## config.mk

```make
export PLATFORM = sky130hd
export DESIGN_NAME = ccff_chain_loader
export DESIGN_NICKNAME = d
export VERILOG_FILES = /design/src/rtl/ccff_loader_pkg.sv /design/src/rtl/ccff_crc8.sv /design/src/rtl/ccff_chain_loader.sv
export SDC_FILE = /design/constraint.sdc
export NUM_CORES = 1
export LEC_CHECK = 0
export CORE_MARGIN = 2
export CORE_UTILIZATION = 50
export CTS_CLUSTER_DIAMETER = 40
export DETAILED_ROUTE_END_ITERATION = 10
export PLACE_DENSITY_LB_ADDON = 0.05
export SLEW_MARGIN = 20
export SYNTH_ARGS = -nofsm -noshare
export SYNTH_HDL_FRONTEND = slang
export SYNTH_SLANG_ARGS = --single-unit
```

## constraint.sdc

```tcl
create_clock -name prog_clk -period 6 [get_ports prog_clk]
set_clock_uncertainty 0.2 [all_clocks]
set_input_delay 0.9 -clock prog_clk [delete_from_list [all_inputs] [get_ports prog_clk]]
set_output_delay 0.9 -clock prog_clk [all_outputs]
set_load 0.02 [all_outputs]
```

## src/rtl/ccff_loader_pkg.sv

```systemverilog
// ccff_loader_pkg
//   Shared definitions for the ccff chain loader: the FSM state encoding and the
//   CRC-8 constants used when the optional checksum (CCFF_CHECKSUM_EN) is built in.
package ccff_loader_pkg;

  typedef enum logic [2:0] {
    ST_IDLE  = 3'd0,
    ST_FETCH = 3'd1,
    ST_SHIFT = 3'd2,
    ST_CHECK = 3'd3,
    ST_DONE  = 3'd4
  } state_t;

  localparam logic [7:0] CRC8_POLY = 8'h07;
  localparam logic [7:0] CRC8_INIT = 8'h00;

endpackage

```

## src/rtl/ccff_crc8.sv

```systemverilog
// ccff_crc8
//   Serial CRC-8 (MSB-first register, no reflection, no final xor). Absorbs one
//   bit per cycle while bit_en is high; clear reloads the init value.
// Ports
//   clk      in  configuration clock
//   reset    in  asynchronous, active-high reset
//   clear    in  reload CRC8_INIT (has priority over bit_en)
//   bit_in   in  serial data bit
//   bit_en   in  absorb bit_in this cycle
//   crc_out  out current CRC value
module ccff_crc8
  import ccff_loader_pkg::*;
(
  input  logic       clk,
  input  logic       reset,
  input  logic       clear,
  input  logic       bit_in,
  input  logic       bit_en,
  output logic [7:0] crc_out
);

  logic [7:0] crc_q, crc_d;
  logic       fb;

  always_comb begin
    crc_d = crc_q;
    fb    = crc_q[7] ^ bit_in;
    if (clear)
      crc_d = CRC8_INIT;
    else if (bit_en)
      crc_d = {crc_q[6:0], 1'b0} ^ (fb ? CRC8_POLY : 8'h00);
  end

  always_ff @(posedge clk or posedge reset) begin
    if (reset) crc_q <= CRC8_INIT;
    else       crc_q <= crc_d;
  end

  assign crc_out = crc_q;

endmodule

```

## src/rtl/ccff_chain_loader.sv

```systemverilog
// ccff_chain_loader
//   Configuration sequencer for a CLB tile's ccff chain. Accepts bitstream words
//   over a valid/ready stream and serializes them LSB first onto ccff_head, one
//   bit per cycle, with shift_en marking exactly CHAIN_LEN chain-shift cycles.
//   Optional feature macro: CCFF_CHECKSUM_EN -- after the last bit, one extra
//   word is accepted whose bits [7:0] must equal the CRC-8 of all shifted bits;
//   a mismatch sets cfg_error.
// Ports
//   prog_clk   in   configuration clock (rising edge)
//   prog_reset in   asynchronous, active-high reset
//   cfg_start  in   begin a load (IDLE/DONE only)
//   cfg_abort  in   abandon a load in progress, flags cfg_error
//   bs_data    in   bitstream word, LSB shifted first
//   bs_valid   in   bs_data valid
//   bs_ready   out  word accepted on bs_valid & bs_ready
//   ccff_head  out  serial bit to the chain head
//   shift_en   out  chain-clock enable for this cycle
//   ccff_tail  in   chain tail (not consumed by this implementation)
//   cfg_busy   out  load in progress
//   cfg_done   out  load complete
//   cfg_error  out  sticky error, cleared by the next accepted cfg_start
module ccff_chain_loader
  import ccff_loader_pkg::*;
#(
  parameter int CHAIN_LEN = 29,
  parameter int WORD_W    = 8
) (
  input  logic              prog_clk,
  input  logic              prog_reset,
  input  logic              cfg_start,
  input  logic              cfg_abort,
  input  logic [WORD_W-1:0] bs_data,
  input  logic              bs_valid,
  output logic              bs_ready,
  output logic              ccff_head,
  output logic              shift_en,
  input  logic              ccff_tail,
  output logic              cfg_busy,
  output logic              cfg_done,
  output logic              cfg_error
);

  localparam int CNT_W = $clog2(CHAIN_LEN + 1);
  localparam int WL_W  = $clog2(WORD_W + 1);

  state_t              state_q, state_d;
  logic [CNT_W-1:0]    bits_left_q, bits_left_d;
  logic [WL_W-1:0]     word_left_q, word_left_d;
  logic [WORD_W-1:0]   word_q, word_d;
  logic                bs_ready_q, bs_ready_d;
  logic                ccff_head_q, ccff_head_d;
  logic                shift_en_q, shift_en_d;
  logic                cfg_busy_q, cfg_busy_d;
  logic                cfg_done_q, cfg_done_d;
  logic                cfg_error_q, cfg_error_d;
  logic                start_ok;
  logic                hs;
  logic                unused_tail;

  assign unused_tail = ccff_tail;
  assign hs          = bs_valid & bs_ready_q;

`ifdef CCFF_CHECKSUM_EN
  logic [7:0] crc;

  if (WORD_W < 8) begin : g_word_too_narrow
    $error("ccff_chain_loader: CCFF_CHECKSUM_EN requires WORD_W >= 8");
  end

  // The CRC sees exactly the bits the chain sees: the registered head while
  // the registered enable is high.
  ccff_crc8 u_crc (
    .clk     (prog_clk),
    .reset   (prog_reset),
    .clear   (start_ok),
    .bit_in  (ccff_head_q),
    .bit_en  (shift_en_q),
    .crc_out (crc)
  );
`endif

  always_comb begin
    state_d     = state_q;
    bits_left_d = bits_left_q;
    word_left_d = word_left_q;
    word_d      = word_q;
    cfg_error_d = cfg_error_q;
    bs_ready_d  = 1'b0;
    ccff_head_d = 1'b0;
    shift_en_d  = 1'b0;
    start_ok    = 1'b0;

    case (state_q)
      ST_IDLE, ST_DONE: begin
        if (cfg_start && cfg_abort) begin
          // abort wins over a simultaneous start
          state_d     = ST_IDLE;
          cfg_error_d = 1'b1;
        end else if (cfg_start) begin
          start_ok    = 1'b1;
          state_d     = ST_FETCH;
          bits_left_d = CNT_W'(CHAIN_LEN);
          cfg_error_d = 1'b0;
          bs_ready_d  = 1'b1;
        end
      end

      ST_FETCH: begin
        bs_ready_d = 1'b1;
        if (hs) begin
          // Present bit 0 during the first SHIFT cycle; keep the rest queued.
          state_d     = ST_SHIFT;
          bs_ready_d  = 1'b0;
          ccff_head_d = bs_data[0];
          shift_en_d  = 1'b1;
          word_d      = bs_data >> 1;
          word_left_d = WL_W'(WORD_W - 1);
          bits_left_d = bits_left_q - CNT_W'(1);
        end
      end

      ST_SHIFT: begin
        // bits_left/word_left count what remains after the bit on the outputs now.
        if (bits_left_q == '0) begin
`ifdef CCFF_CHECKSUM_EN
          state_d    = ST_CHECK;
          bs_ready_d = 1'b1;
`else
          state_d    = ST_DONE;
`endif
        end else if (word_left_q == '0) begin
          state_d    = ST_FETCH;
          bs_ready_d = 1'b1;
        end else begin
          ccff_head_d = word_q[0];
          shift_en_d  = 1'b1;
          word_d      = word_q >> 1;
          word_left_d = word_left_q - WL_W'(1);
          bits_left_d = bits_left_q - CNT_W'(1);
        end
      end

`ifdef CCFF_CHECKSUM_EN
      ST_CHECK: begin
        bs_ready_d = 1'b1;
        if (hs) begin
          state_d    = ST_DONE;
          bs_ready_d = 1'b0;
          if (bs_data[7:0] != crc) cfg_error_d = 1'b1;
        end
      end
`endif

      default: state_d = ST_IDLE;
    endcase

    if (cfg_abort && cfg_busy_q) begin
      state_d     = ST_IDLE;
      bs_ready_d  = 1'b0;
      ccff_head_d = 1'b0;
      shift_en_d  = 1'b0;
      cfg_error_d = 1'b1;
    end

    cfg_busy_d = (state_d == ST_FETCH) || (state_d == ST_SHIFT) ||
                 (state_d == ST_CHECK);
    cfg_done_d = (state_d == ST_DONE);
  end

  always_ff @(posedge prog_clk or posedge prog_reset) begin
    if (prog_reset) begin
      state_q     <= ST_IDLE;
      bits_left_q <= '0;
      word_left_q <= '0;
      word_q      <= '0;
      bs_ready_q  <= 1'b0;
      ccff_head_q <= 1'b0;
      shift_en_q  <= 1'b0;
      cfg_busy_q  <= 1'b0;
      cfg_done_q  <= 1'b0;
      cfg_error_q <= 1'b0;
    end else begin
      state_q     <= state_d;
      bits_left_q <= bits_left_d;
      word_left_q <= word_left_d;
      word_q      <= word_d;
      bs_ready_q  <= bs_ready_d;
      ccff_head_q <= ccff_head_d;
      shift_en_q  <= shift_en_d;
      cfg_busy_q  <= cfg_busy_d;
      cfg_done_q  <= cfg_done_d;
      cfg_error_q <= cfg_error_d;
    end
  end

  assign bs_ready  = bs_ready_q;
  assign ccff_head = ccff_head_q;
  assign shift_en  = shift_en_q;
  assign cfg_busy  = cfg_busy_q;
  assign cfg_done  = cfg_done_q;
  assign cfg_error = cfg_error_q;

endmodule

```

Word-level counts from Yosys, hierarchy flattened
Cells that the tools add are included.
{"block": "word_totals", "register_bits": 26, "elab_cells": 82}
{"block": "op_classes", "muxes": 42, "reduce_logical": 15, "add_sub_neg": 2, "n_bitwise": 1, "n_eq_ne": 12}
{"op": "$mux W5", "count": 5}
{"op": "$mux W8", "count": 3}
{"op": "$mux W1", "count": 18}
{"op": "$mux W3", "count": 6}
{"op": "$pmux W8 S2", "count": 1}
{"op": "$pmux W5 S3", "count": 1}
{"op": "$mux W4", "count": 3}
{"op": "$ne A2 B2 Y1 const B", "count": 5}
{"op": "$eq A3 B2 Y1 const B", "count": 3}
{"op": "$pmux W3 S3", "count": 1}
{"op": "$pmux W4 S2", "count": 1}
{"op": "$eq A3 B1 Y1 const B", "count": 2}
{"op": "$eq A3 B3 Y1 const B", "count": 2}
{"op": "$reduce_and A6 Y1", "count": 1}
{"op": "$reduce_bool A3 Y1", "count": 2}
{"op": "$logic_not A5 Y1", "count": 1}
{"op": "$sub A5 B1 Y5 const B", "count": 1}
{"op": "$logic_not A4 Y1", "count": 1}
{"op": "$pmux W1 S2", "count": 2}
{"op": "$reduce_and A4 Y1", "count": 1}
{"op": "$reduce_bool A2 Y1", "count": 2}
{"op": "$sub A4 B1 Y4 const B", "count": 1}
{"op": "$logic_not A3 Y1", "count": 1}
{"op": "$pmux W1 S3", "count": 1}
{"op": "other kinds (5)", "count": 7}

Logic depth before layout (Yosys ltp)
Gate-level depths: netlist (run 1).
{"block": "logic_depth", "word_depth": 8, "mapped_depth": 7, "mapped_depth_nobuf": 6}

Worst setup path after synthesis (run 1)
OpenSTA, ideal clock, no wires.
{"block": "synth_path", "kind": "register to register", "from": "register bits_left_q[0]", "to": "register word_left_q[0]", "setup_time_ns": 0.125, "synth_period_minus_slack_ns": 2.324, "setup_slack_ns": 3.676, "required_time_ns": 5.675, "path_stages_with_launch": 8, "t_arrival_ns": 1.999, "path_cell_list": "dfrtp_1 -> inv_1 -> ha_1 -> nor4b_2 -> or4b_1 -> buf_2 -> a21oi_4 -> mux2_2"}
{"block": "synth_between", "elab_chain_len": 3}
{"item": "from (decl)", "line_no": "ccff_chain_loader.sv:47", "rtl": "logic [CNT_W-1:0] bits_left_q, bits_left_d;"}
{"item": "from (signal assigned)", "line_no": "ccff_chain_loader.sv:184", "rtl": "bits_left_q <= bits_left_d;"}
{"item": "$logic_not A5 Y1", "line_no": "ccff_chain_loader.sv:124", "rtl": "if (bits_left_q == '0) begin"}
{"item": "$ne A2 B2 Y1 (no source line)"}
{"item": "$reduce_and A4 Y1 (no source line)"}
{"item": "to (signal assigned)", "line_no": "ccff_chain_loader.sv:185", "rtl": "word_left_q <= word_left_d;"}
{"item": "to (decl)", "line_no": "ccff_chain_loader.sv:48", "rtl": "logic [WL_W-1:0] word_left_q, word_left_d;"}
Every way passes these cells.
A chain may end at the register's enable or synchronous reset.

Worst setup path in the final report (run 1)
{"block": "layout_path", "from": "register bits_left_q[1]", "to": "register word_q[4]"}
{"block": "layout_between", "elab_chain_len": 3}
{"item": "$logic_not A5 Y1", "line_no": "ccff_chain_loader.sv:124"}
{"item": "$ne A2 B2 Y1 (no source line)"}
{"item": "$reduce_and A4 Y1 (no source line)"}
{"item": "to (signal assigned)", "line_no": "ccff_chain_loader.sv:186", "rtl": "word_q <= word_d;"}
{"item": "to (decl)", "line_no": "ccff_chain_loader.sv:49", "rtl": "logic [WORD_W-1:0] word_q, word_d;"}
Every way passes these cells.

==> implementation parameters, run 1 <==
Parameter                              Value

Clock network
  Hold bufs inserted after CTS    0
  Setup Buffers After CTS    0
  Total number of clock tree sinks    25
  Clock transition at the registers of the reported paths    around 0.14 ns
  Clock network latency to the later pin of the worst-skew pair    about 0.32 ns
  CTS Buffer Depth    2
  H-tree level count    1
  Clock tree root buffer cell    sky130_fd_sc_hd__clkbuf_4
  Number of resized instances in the post-cts repair step    0
  Number of buffers created by CTS    3
  TritonCTS clock tree    built

Yosys
  Post-Syn Area per Cell    about 11 um^2
  Area of the mapped netlist    1350 um^2
  Dominant combinational cell family by area after synthesis    compound AO/OA/AOI/OAI gates
  Post-synthesis async set-or-reset flop share    100%
  Share of Yosys cell area claimed by the top area cell type    approximately 46%
  Netlist cell types    36
  Count of synthesis-stage warnings from yosys    0
  Post-Synth Adder-Cell Area    under 10%
  Most area-hungry cell type in the Yosys netlist    sky130_fd_sc_hd__dfrtp_1
  Synth Flop Type    sky130_fd_sc_hd__dfrtp_1
  Simple-Gate Fraction of Synth Area    between 15 and 20%
  Complex-gate fraction of the synthesized area    between 10% and 20%
  Mux contribution to synthesized area    roughly 14%
  Part of the Yosys area used for sequential elements    46.3%
  Number of synthesized flops with an enable pin    0
  Post-Synthesis Cells    between 100 and 150
  Number of nets produced by synthesis    between 100 and 150
  Post-Synth XOR/XNOR Area    less than 1%
  Top cells by area in the synthesized netlist    sky130_fd_sc_hd__dfrtp_1 (46%), sky130_fd_sc_hd__mux2_2 (13%), sky130_fd_sc_hd__inv_1 (3.3%), sky130_fd_sc_hd__a211oi_1 (2.8%), sky130_fd_sc_hd__ha_1 (2.8%)
  Synthesized flop and latch total    25

Critical path
  Buf/Inv on CP    1
  Critical Path Start Type    flip-flop
  Crit path kind    reg2reg
  Data required time of the worst path    6.03 ns
  Critical-path maximum fanout    10
  Max incr delay on CP    about 0.67 ns
  Slowest CP cell    sky130_fd_sc_hd__or4b_1
  Register-to-register setup slack    around 3.4 ns
  CP delay by family, top    simple AND/OR/NAND/NOR gates
  CP Cell Sequence    inv_1 > ha_1 > nor4b_2 > or4b_1 > a21oi_4 > mux2_2
  Arrival time at the worst endpoint    between 2 and 3 ns
  Capturing element type of the critical path    flip-flop

Worst hold path
  Path type of the worst min-delay path    reg2reg

Pwr
  Post-layout power    ~0.64 mW
  Portion of total power attributed to combinational logic    43.2%
  Internal power summed over all cells    roughly 0.4 mW
  Pwr dens    between 400 and 500 nW/um^2
  P_sw    ~0.24 mW
  Share of power burned in the clock network    between 10% and 20%
  Maximum resistive drop on vdd    232 uV
  Portion of total power attributed to sequential cells    between 40 and 50%
  Standby leakage power    0.654 nW
  Switch share    between 30 and 40%

Drt
  TritonRoute pass-1 iters    4
  DRT Wirelength    roughly 2500 um
  Vias after detailed routing    about 1,000
  Total DRC errors in the routed layout    0
  Mean number of vias per cell    ~5.8
  Antenna-violating nets left    0
  Number of DRC violations after detailed-routing iteration 0    13
  Average wire per cell in the routed design    ~14 um

Timing
  Hold WS    around 0.32 ns
  Final critical-path share of the clock period    between 40% and 50%
  Number of pins with negative max-slew slack in the final report    0
  Unrepaired setup endpoints after global routing    false
  Summed negative setup slack over all endpoints    0 ns
  Number of setup violations in the final report    0
  Maximum clock frequency    between 300 and 400 MHz
  Relative slew slack    between 20% and 30%
  Worst Tran Pin Value    ~1.1 ns
  Final Worst Setup Slack    around 3.4 ns
  Hold violation count in the final report    0
  Shortest period the worst path allows    2.57 ns

Floorplan
  Die Outline Area    approximately 3100 um^2
  Die extent in x    roughly 56 um
  Initial Utilization    between 50 and 60%
  Die height    between 50 and 60 um
  Row Count    18
  Area of the core region    2520 um^2
  Number of top-level pins    20

GRT
  First-pass GRT wire length    between 4000 and 5000 um
  Number of global-route vias before repair    just under 1,000
  Aggregate global routing overflow    0
  Pin count of the biggest net entering global routing    26
  Tot GR Track Use    ~17%
  Initial antenna violation count    0

Final layout
  Non-filler instance count after layout    174
  Layout cell share with drive strength beyond 1    about 17%
  Number of nets in the layout    162
  Diodes inserted    0
  Layout-stage area growth over the synthesis result    16.5%

Placed design
  Number of placed instances with taps included    170
  Setup slack at placement    about 3.2 ns
  HPWL after detailed placement    1850 um
  Port Buffers    18
  Final RePlAce weighted congestion    between 0.7 and 0.8

Outcome
  Outcome    finished clean

Run
  MaxCap Viol Count    0
[sequential cells by signal (all words and copies together) (netlist names)]
name         cells
bs_ready         1
shift_en         1
word_q           7
state_q          3
bits_left_q      5
cfg_done         1
word_left_q      4
ccff_head        1
cfg_busy         1
cfg_error        1
[layer usage]
layer / vias up / share of wire (%) / track usage [%]
li1: 498 / - / -
met1: 485 / 47 / 23.2
met2: 22 / 49 / 27.9
met3: 4 / 2.8 / 2.33
met4: 0 / 1.7 / 7.82
met5: - / 0 / 0
[cell usage in the layout, fill, tap and decap left out, drive strengths merged, types with 4 or more instances in the layout]
| cell | n |
|---|---|
| nand3b | 4 |
| inv | 12 |
| dfrtp | 25 |
| nand3 | 5 |
| o21ai | 4 |
| clkdlybuf4s50 | 18 |
| a211oi | 5 |
| mux2 | 15 |
| nand2 | 9 |
[synthesized netlist by cell type, types with 3 or more instances]
cell type and instances:
sky130_fd_sc_hd__dfrtp_1 25, sky130_fd_sc_hd__mux2_2 15, sky130_fd_sc_hd__inv_1 12, sky130_fd_sc_hd__nand2_1 9, sky130_fd_sc_hd__a211oi_1 5, sky130_fd_sc_hd__nand3_1 5
sky130_fd_sc_hd__nand3b_1 4, sky130_fd_sc_hd__o21ai_0 4, sky130_fd_sc_hd__a21o_1 3, sky130_fd_sc_hd__a31oi_1 3, sky130_fd_sc_hd__buf_2 3, sky130_fd_sc_hd__ha_1 3
sky130_fd_sc_hd__nor3_1 3
[metrics by stage]
step | cell area [um^2] | utilization, %
finish | 1570 | 62.4
global route | 1570 | 62.4
CTS | 1570 | 62.4
detailed placement | 1550 | 61.3
global placement | 1550 | 61.3
floorplan | 1350 | -
[cell type report]
| class | count | area, um^2 |
|---|---|---|
| Clock buffer | 3 | 22.5 |
| Clock inverter | 1 | 5.00 |
| Fill cell | 232 | 948 |
| Inverter | 12 | 45.0 |
| Multi-Input combinational cell | 85 | 658 |
| Sequential cell | 25 | 626 |
| Tap cell | 30 | 37.5 |
| Timing Repair Buffer | 18 | 180 |
[logic make-up after synthesis]
| logic type | count (synthesis) |
|---|---|
| and+or+nand+nor | 35 |
| AOI/OAI and AO/OA | 29 |
| DFF | 25 |
| buffers and inverters | 17 |
| muxes | 17 |
| adders and majority gates | 3 |
| xor gates and xnor gates | 1 |
[path summary, 6_finish.rpt]
| kind | startpoint | to | cells past startpoint |
|---|---|---|---|
| hold reg to reg | cfg_error$_DFFE_PP0P_ | cfg_error$_DFFE_PP0P_ | 1 |
| hold / removal | cfg_error$_DFFE_PP0P_ | cfg_error$_DFFE_PP0P_ | 1 |
| setup / recovery | bits_left_q[1]$_DFFE_PP0P_ | word_q[4]$_DFFE_PP0P_ | 6 |
| min in group asynchronous | prog_reset | word_q[2]$_DFFE_PP0P_ | 2 |
| setup reg to reg | bits_left_q[1]$_DFFE_PP0P_ | word_q[4]$_DFFE_PP0P_ | 6 |
| max in group asynchronous | prog_reset | cfg_busy$_DFF_PP0_ | 2 |
[power by group through the flow]
stage / registers [mW] / logic (mW) / clock network, mW
2_1_floorplan: 0.282 / 0.207 / 0
3_3_place_gp: 0.286 / 0.267 / 0
3_5_place_dp: 0.290 / 0.278 / 0
4_1_cts: 0.286 / 0.279 / 0.0808
5_1_grt: 0.295 / 0.306 / 0.0836
6_report: 0.287 / 0.277 / 0.0764
Note: power is estimated with default switching activity, not from simulation.
==> run 2: changes to the inputs <==
==> constraint.sdc (replaced) <==
create_clock -name prog_clk -period 2.6 [get_ports prog_clk]
set_clock_uncertainty 0.2 [all_clocks]
set_input_delay 0.39 -clock prog_clk [delete_from_list [all_inputs] [get_ports prog_clk]]
set_output_delay 0.39 -clock prog_clk [all_outputs]
set_load 0.02 [all_outputs]
==> run 2 against run 1 <==
Effect of this change:
- critical path depth did not move
- clock power increased by 130%
- first-iteration DRC count increased by 62%
- critical endpoint is now word_left_q[1]$_DFFE_PP0P_
- combinational power is 140% higher
==> implementation parameters, run 2 (synthesized netlist as in run 1, its figures left out) <==
Parameter                              Value

Outcome
  Outcome    finished clean

Pwr
  Post-layout power    1.50 mW (+130%)
  Portion of total power attributed to combinational logic    45.3% (+2.1 points)
  P_sw    0.558 mW (+130%)
  Portion of total power attributed to sequential cells    43.0% (-1.8 points)
  Share of power burned in the clock network    11.7% (-0.3 points)
  Standby leakage power    0.679 nW (+3.9%)
  Switch share    37.2% (-0.61 points)
  Internal power summed over all cells    0.941 mW (+140%)
  Maximum resistive drop on vdd    611 uV (+160%)
  Pwr dens    924 nW/um^2 (+130%)

Clock network
  Clock network latency to the later pin of the worst-skew pair    0.32 ns (about the same)
  H-tree level count    1 (unchanged)
  Clock tree root buffer cell    sky130_fd_sc_hd__clkbuf_4
  Hold bufs inserted after CTS    0 (unchanged)
  CTS Buffer Depth    2 (unchanged)
  Clock transition at the registers of the reported paths    0.15 ns (about the same)
  Total number of clock tree sinks    25 (unchanged)
  TritonCTS clock tree    built
  Number of buffers created by CTS    3 (unchanged)
  Setup Buffers After CTS    0 (unchanged)
  Number of resized instances in the post-cts repair step    0 (unchanged)

Final layout
  Flip-flop count of the largest register after layout    7 (unchanged)
  Core Util, Final    64.3% (+1.9 points)
  Diodes inserted    0 (unchanged)
  Layout cell share with drive strength beyond 1    20.0% (+3.3 points)
  Most common cell after layout, fill and taps aside    sky130_fd_sc_hd__dfrtp_1
  Layout-stage area growth over the synthesis result    20.0%
  Non-filler instance count after layout    180 (+3.4%)
  Largest Register    word_q
  Number of nets in the layout    168 (+3.7%)
  Most frequent cells in the layout    sky130_fd_sc_hd__dfrtp_1 (25), sky130_fd_sc_hd__clkdlybuf4s50_1 (18), sky130_fd_sc_hd__mux2_2 (15)
  Final-layout fill cell count    215 (-7.3%)
  Largest registers in the final layout    word_q (7), bits_left_q (5), word_left_q (4)

Run
  MaxCap Viol Count    0 (unchanged)

Timing
  Hold violation count in the final report    0 (unchanged)
  Number of setup violations in the final report    0 (unchanged)
  Maximum clock frequency    411 MHz (+5.8%)
  Unrepaired setup endpoints after global routing    false
  Hold WS    0.196 ns (-0.121 ns)
  Shortest period the worst path allows    2.43 ns (-0.140 ns)
  Number of pins with negative max-slew slack in the final report    0 (unchanged)
  Final critical-path share of the clock period    93.5% (+51 points)
  Worst Tran Pin Value    0.489 ns (-0.565 ns)
  Summed negative setup slack over all endpoints    0 ns (unchanged)
  Relative slew slack    67.0% (+38 points)

Drt
  Average wire per cell in the routed design    13.7 um (-4.9%)
  Total DRC errors in the routed layout    0 (unchanged)
  Mean number of vias per cell    5.50 (-5.2%)
  TritonRoute pass-1 iters    7 (+3)
  DRT Wirelength    2470 um (-1.6%)
  Vias after detailed routing    990 (-1.9%)
  Antenna-violating nets left    0 (unchanged)
  Number of DRC violations after detailed-routing iteration 0    21 (+8)

Floorplan
  Die Outline Area    3130 um^2 (unchanged)
  Row Count    18 (unchanged)
  Area of the core region    2520 um^2 (unchanged)
  Die extent in x    56.0 um (unchanged)
  Die height    56.0 um (unchanged)
  Initial Utilization    53.6% (unchanged)
  Number of top-level pins    20 (unchanged)

Worst hold path
  Path type of the worst min-delay path    in2async

Critical path
  Worst Setup SP    bits_left_q[1]$_DFFE_PP0P_
  Register-to-register setup slack    0.17 ns (-3.26 ns)
  Data required time of the worst path    2.61 ns (-3.42 ns)
  Endpoint of the most critical register-to-register path    word_left_q[1]$_DFFE_PP0P_
  Arrival time at the worst endpoint    2.44 ns (-0.16 ns)
  Critical Path Start Type    flip-flop
  R2R cell count    6 (unchanged)
  Crit path kind    reg2reg
  Critical-path maximum fanout    10 (unchanged)
  Origin of the critical flop-to-flop path    bits_left_q[1]$_DFFE_PP0P_
  Capturing element type of the critical path    flip-flop

GRT
  Initial antenna violation count    0 (unchanged)
  Number of global-route vias before repair    955 (-0.93%)
  Pin count of the biggest net entering global routing    26 (unchanged)
  Tot GR Track Use    17.2% (-0.16 points)
  Aggregate global routing overflow    0 (unchanged)
  First-pass GRT wire length    4350 um (+0.79%)

Placed design
  HPWL after detailed placement    1880 um (+1.2%)
  Number of placed instances with taps included    176 (+3.5%)
  Port Buffers    18 (unchanged)
  Final RePlAce weighted congestion    0.742 (-1.3%)
==> run 2: cell count changes in the layout (fill, tap and decap cells not counted) <==
cell	before	now
sky130_fd_sc_hd__buf_4	0	6
sky130_fd_sc_hd__clkinv_2	1	0
sky130_fd_sc_hd__clkinvlp_4	0	1
==> run 2: worst max path at each step <==
stage                                  to  slack, ns
2_1_floorplan  word_left_q[0]$_DFFE_PP0P_       0.28
3_3_place_gp        word_q[3]$_DFFE_PP0P_       0.22
3_5_place_dp        word_q[2]$_DFFE_PP0P_       0.18
4_1_cts             word_q[2]$_DFFE_PP0P_       0.16
5_1_grt        word_left_q[1]$_DFFE_PP0P_       0.03
6_report       word_left_q[1]$_DFFE_PP0P_       0.17
==> run 2: critical path, cell delays in order (launching register included) <==
cell                      delay [ns]
sky130_fd_sc_hd__dfrtp_1        0.41
sky130_fd_sc_hd__inv_1          0.07
sky130_fd_sc_hd__ha_1           0.18
sky130_fd_sc_hd__nor4b_2        0.16
sky130_fd_sc_hd__or4b_1         0.57
sky130_fd_sc_hd__a21oi_4        0.34
sky130_fd_sc_hd__mux2_2         0.38
==> run 2: power by group through the flow <==
stage	Combinational (mW)	Sequential [mW]	Clock, mW
final	0.678	0.645	0.176
after detailed placement	0.683	0.654	0
after CTS	0.688	0.645	0.185
after global routing	0.755	0.665	0.204
after floorplan	0.477	0.650	0
after global placement	0.660	0.645	0
==> run 2: area by class of cell <==
class / count / area, um^2 / area share (%)
repair buffers: 24 / 225 / 13.9
inverters: 12 / 45.0 / 2.78
clock buffers: 3 / 22.5 / 1.39
clock inverters: 1 / 7.51 / 0.463
flip-flops and latches: 25 / 626 / 38.6
multi-input cells: 85 / 658 / 40.6
well taps: 30 / 37.5 / 2.31
==> run 2: per-layer routing <==
layer  up-vias  part of all wire [%]  track usage [%]
li1        504                     -                -
met1       462                    46             23.7
met2        22                    50             28.7
met3         2                   3.5             2.09
met4         0                  0.61             4.08
met5         -                     0                0
==> run 2: metrics by stage <==
stage / instance area, um^2 / setup WS [ns]
after floorplan: 1350 / 0.276
after global placement: 1590 / 0.216
after detailed placement: 1590 / 0.177
after CTS: 1620 / 0.155
after global routing: 1620 / 0.0274
final: 1620 / 0.168
==> run 3: changes to the inputs <==
--- a/config.mk
+++ b/config.mk
@@ -5,7 +5,7 @@
 export SDC_FILE = /design/constraint.sdc
 export NUM_CORES = 1
 export LEC_CHECK = 0
-export CORE_MARGIN = 2
+export CAP_MARGIN = 5
 export CORE_UTILIZATION = 50
 export CTS_CLUSTER_DIAMETER = 40
 export DETAILED_ROUTE_END_ITERATION = 10
==> run 3 against run 2 <==
Effect of this change:
- non-clock buffer count grew 1
- power is 0.68% higher
- worst hold slack got worse by 0.022 ns
- design area increased by 0.31%
- core utilization is 0.20 points higher
- combinational power grew 0.9%
- critical path type unchanged
- fmax grew 0.45%
==> implementation parameters, run 3 (synthesized netlist as in run 1, its figures left out) <==
Parameter                              Value

Final layout
  Area occupied by registers    626 um^2 (unchanged)
  Number of nets in the layout    169 (+0.60%)
  Final-layout fill cell count    208 (-3.3%)
  Non-filler instance count after layout    181 (+0.56%)
  Most common cell after layout, fill and taps aside    sky130_fd_sc_hd__dfrtp_1
  Largest registers in the final layout    word_q (7), bits_left_q (5), word_left_q (4)
  Multi-input logic area    658 um^2 (unchanged)
  Most frequent cells in the layout    sky130_fd_sc_hd__dfrtp_1 (25), sky130_fd_sc_hd__clkdlybuf4s50_1 (18), sky130_fd_sc_hd__mux2_2 (15)
  Diodes inserted    0 (unchanged)
  Core Util, Final    64.5% (+0.20 points)
  Layout cell share with drive strength beyond 1    20.5% (+0.53 points)
  Flip-flop count of the largest register after layout    7 (unchanged)
  Layout-stage area growth over the synthesis result    20.4%
  Largest Register    word_q

Clock network
  TritonCTS clock tree    built
  Setup Buffers After CTS    0 (unchanged)
  Number of buffers created by CTS    3 (unchanged)
  Clock transition at the registers of the reported paths    0.15 ns (about the same)
  CTS Buffer Depth    2 (unchanged)
  H-tree level count    1 (unchanged)
  Total number of clock tree sinks    25 (unchanged)
  Clock tree root buffer cell    sky130_fd_sc_hd__clkbuf_4
  Hold bufs inserted after CTS    0 (unchanged)
  Clock network latency to the later pin of the worst-skew pair    0.33 ns (about the same)
  Number of resized instances in the post-cts repair step    0 (unchanged)

Critical path
  Origin of the critical flop-to-flop path    bits_left_q[0]$_DFFE_PP0P_
  R2R cell count    6 (unchanged)
  Slowest CP cell    sky130_fd_sc_hd__or4b_1
  Register-to-register setup slack    0.18 ns (about the same)
  Data required time of the worst path    2.63 ns (+0.02 ns)
  Capturing element type of the critical path    flip-flop
  CP Cell Sequence    inv_1 > ha_1 > nor4b_2 > or4b_1 > a21oi_4 > mux2_2
  Max incr delay on CP    0.57 ns (about the same)
  Termination of the worst setup path    word_q[6]$_DFFE_PP0P_
  Crit path kind    reg2reg
  Arrival time at the worst endpoint    2.45 ns (about the same)
  Critical Path Start Type    flip-flop
  Worst Setup SP    bits_left_q[0]$_DFFE_PP0P_
  Endpoint of the most critical register-to-register path    word_q[6]$_DFFE_PP0P_
  Critical-path maximum fanout    10 (unchanged)

Timing
  Shortest period the worst path allows    2.42 ns (-0.0110 ns)
  Final Worst Setup Slack    0.179 ns (+0.0110 ns)
  Maximum clock frequency    413 MHz (+0.45%)
  Hold violation count in the final report    0 (unchanged)
  Relative slew slack    67.7% (+0.68 points)
  Final critical-path share of the clock period    93.1% (-0.42 points)
  Unrepaired setup endpoints after global routing    false
  Number of setup violations in the final report    0 (unchanged)
  Hold WS    0.174 ns (-0.0216 ns)
  Worst Tran Pin Value    0.479 ns (-0.0101 ns)
  Number of pins with negative max-slew slack in the final report    0 (unchanged)
  Summed negative setup slack over all endpoints    0 ns (unchanged)

Pwr
  Maximum resistive drop on vdd    591 uV (-3.2%)
  Pwr dens    928 nW/um^2 (+0.37%)
  Standby leakage power    0.688 nW (+1.3%)

Drt
  Total DRC errors in the routed layout    0 (unchanged)
  TritonRoute pass-1 iters    4 (-3)
  Number of DRC violations after detailed-routing iteration 0    13 (-38%)
  Vias after detailed routing    1,035 (+4.5%)
  DRT Wirelength    2510 um (+1.4%)
  Antenna-violating nets left    0 (unchanged)
  Mean number of vias per cell    5.72 (+4.0%)
  Average wire per cell in the routed design    13.9 um (+0.86%)

Floorplan
  Row Count    18 (unchanged)
  Number of top-level pins    20 (unchanged)
  Area of the core region    2520 um^2 (unchanged)
  Die Outline Area    2910 um^2 (-7.0%)
  Initial Utilization    53.6% (unchanged)
  Die height    54.0 um (-3.6%)
  Die extent in x    54.0 um (-3.6%)

GRT
  Pin count of the biggest net entering global routing    26 (unchanged)
  Aggregate global routing overflow    0 (unchanged)
  First-pass GRT wire length    4150 um (-4.6%)
  Number of global-route vias before repair    954 (-0.10%)
  Tot GR Track Use    20.1% (+2.9 points)
  Initial antenna violation count    0 (unchanged)

Placed design
  Final RePlAce weighted congestion    0.743 (+0.13%)
  Port Buffers    18 (unchanged)
  Number of placed instances with taps included    177 (+0.57%)
  Setup slack at placement    0.178 ns (+0.000999 ns)
  HPWL after detailed placement    1890 um (+0.73%)

Outcome
  Outcome    finished clean

Worst hold path
  Path type of the worst min-delay path    in2async

Run
  MaxCap Viol Count    0 (unchanged)
-- run 3: report_power, final --
part	switching, mW	internal (mW)
sequential	0.107	0.535
combinational	0.332	0.352
clock	0.125	0.0578
total	0.564	0.945
-- run 3: worst min path at each step --
stage	from	end	slack (ns)	cells past startpoint
2_1_floorplan	prog_reset	bits_left_q[0]$_DFFE_PP0P_	0.22	1
3_3_place_gp	word_q[6]$_DFFE_PP0P_	word_q[6]$_DFFE_PP0P_	0.29	1
3_5_place_dp	word_q[0]$_DFFE_PP0P_	word_q[0]$_DFFE_PP0P_	0.30	1
4_1_cts	prog_reset	bits_left_q[1]$_DFFE_PP0P_	0.19	3
5_1_grt	prog_reset	bits_left_q[3]$_DFFE_PP0P_	0.24	3
6_report	prog_reset	bits_left_q[1]$_DFFE_PP0P_	0.17	3
-- run 3: area by class of cell --
class | count | area share, %
clock inverters | 1 | 0.308
well taps | 30 | 2.31
clock buffers | 3 | 1.38
flip-flops and latches | 25 | 38.5
inverters | 12 | 2.77
multi-input cells | 85 | 40.5
repair buffers | 25 | 14.3
-- run 3: critical path: cells and delay by family (launching register included) --
family                     cells  cell delay [ns]
buffers and inverters          1             0.08
and+or+nand+nor                2             0.74
muxes                          1             0.37
adders and majority gates      1             0.20
AOI/OAI and AO/OA              1             0.34
DFF                            1             0.38
-- run 3: per-layer routing --
metal / vias up / part of all wire (%) / GRT usage (%)
met1: 502 / 47 / 24.9
li1: 507 / - / -
met3: 4 / 4.1 / 3.39
met2: 22 / 48 / 34.6
met4: 0 / 1.2 / 7.69
met5: - / 0 / 0
-- run 3: metrics by stage --
step / area [um^2] / power, mW
4_1_cts: 1630 / 1.52
2_1_floorplan: 1350 / 1.13
5_1_grt: 1630 / 1.62
3_3_place_gp: 1600 / 1.31
6_report: 1630 / 1.51
3_5_place_dp: 1600 / 1.34
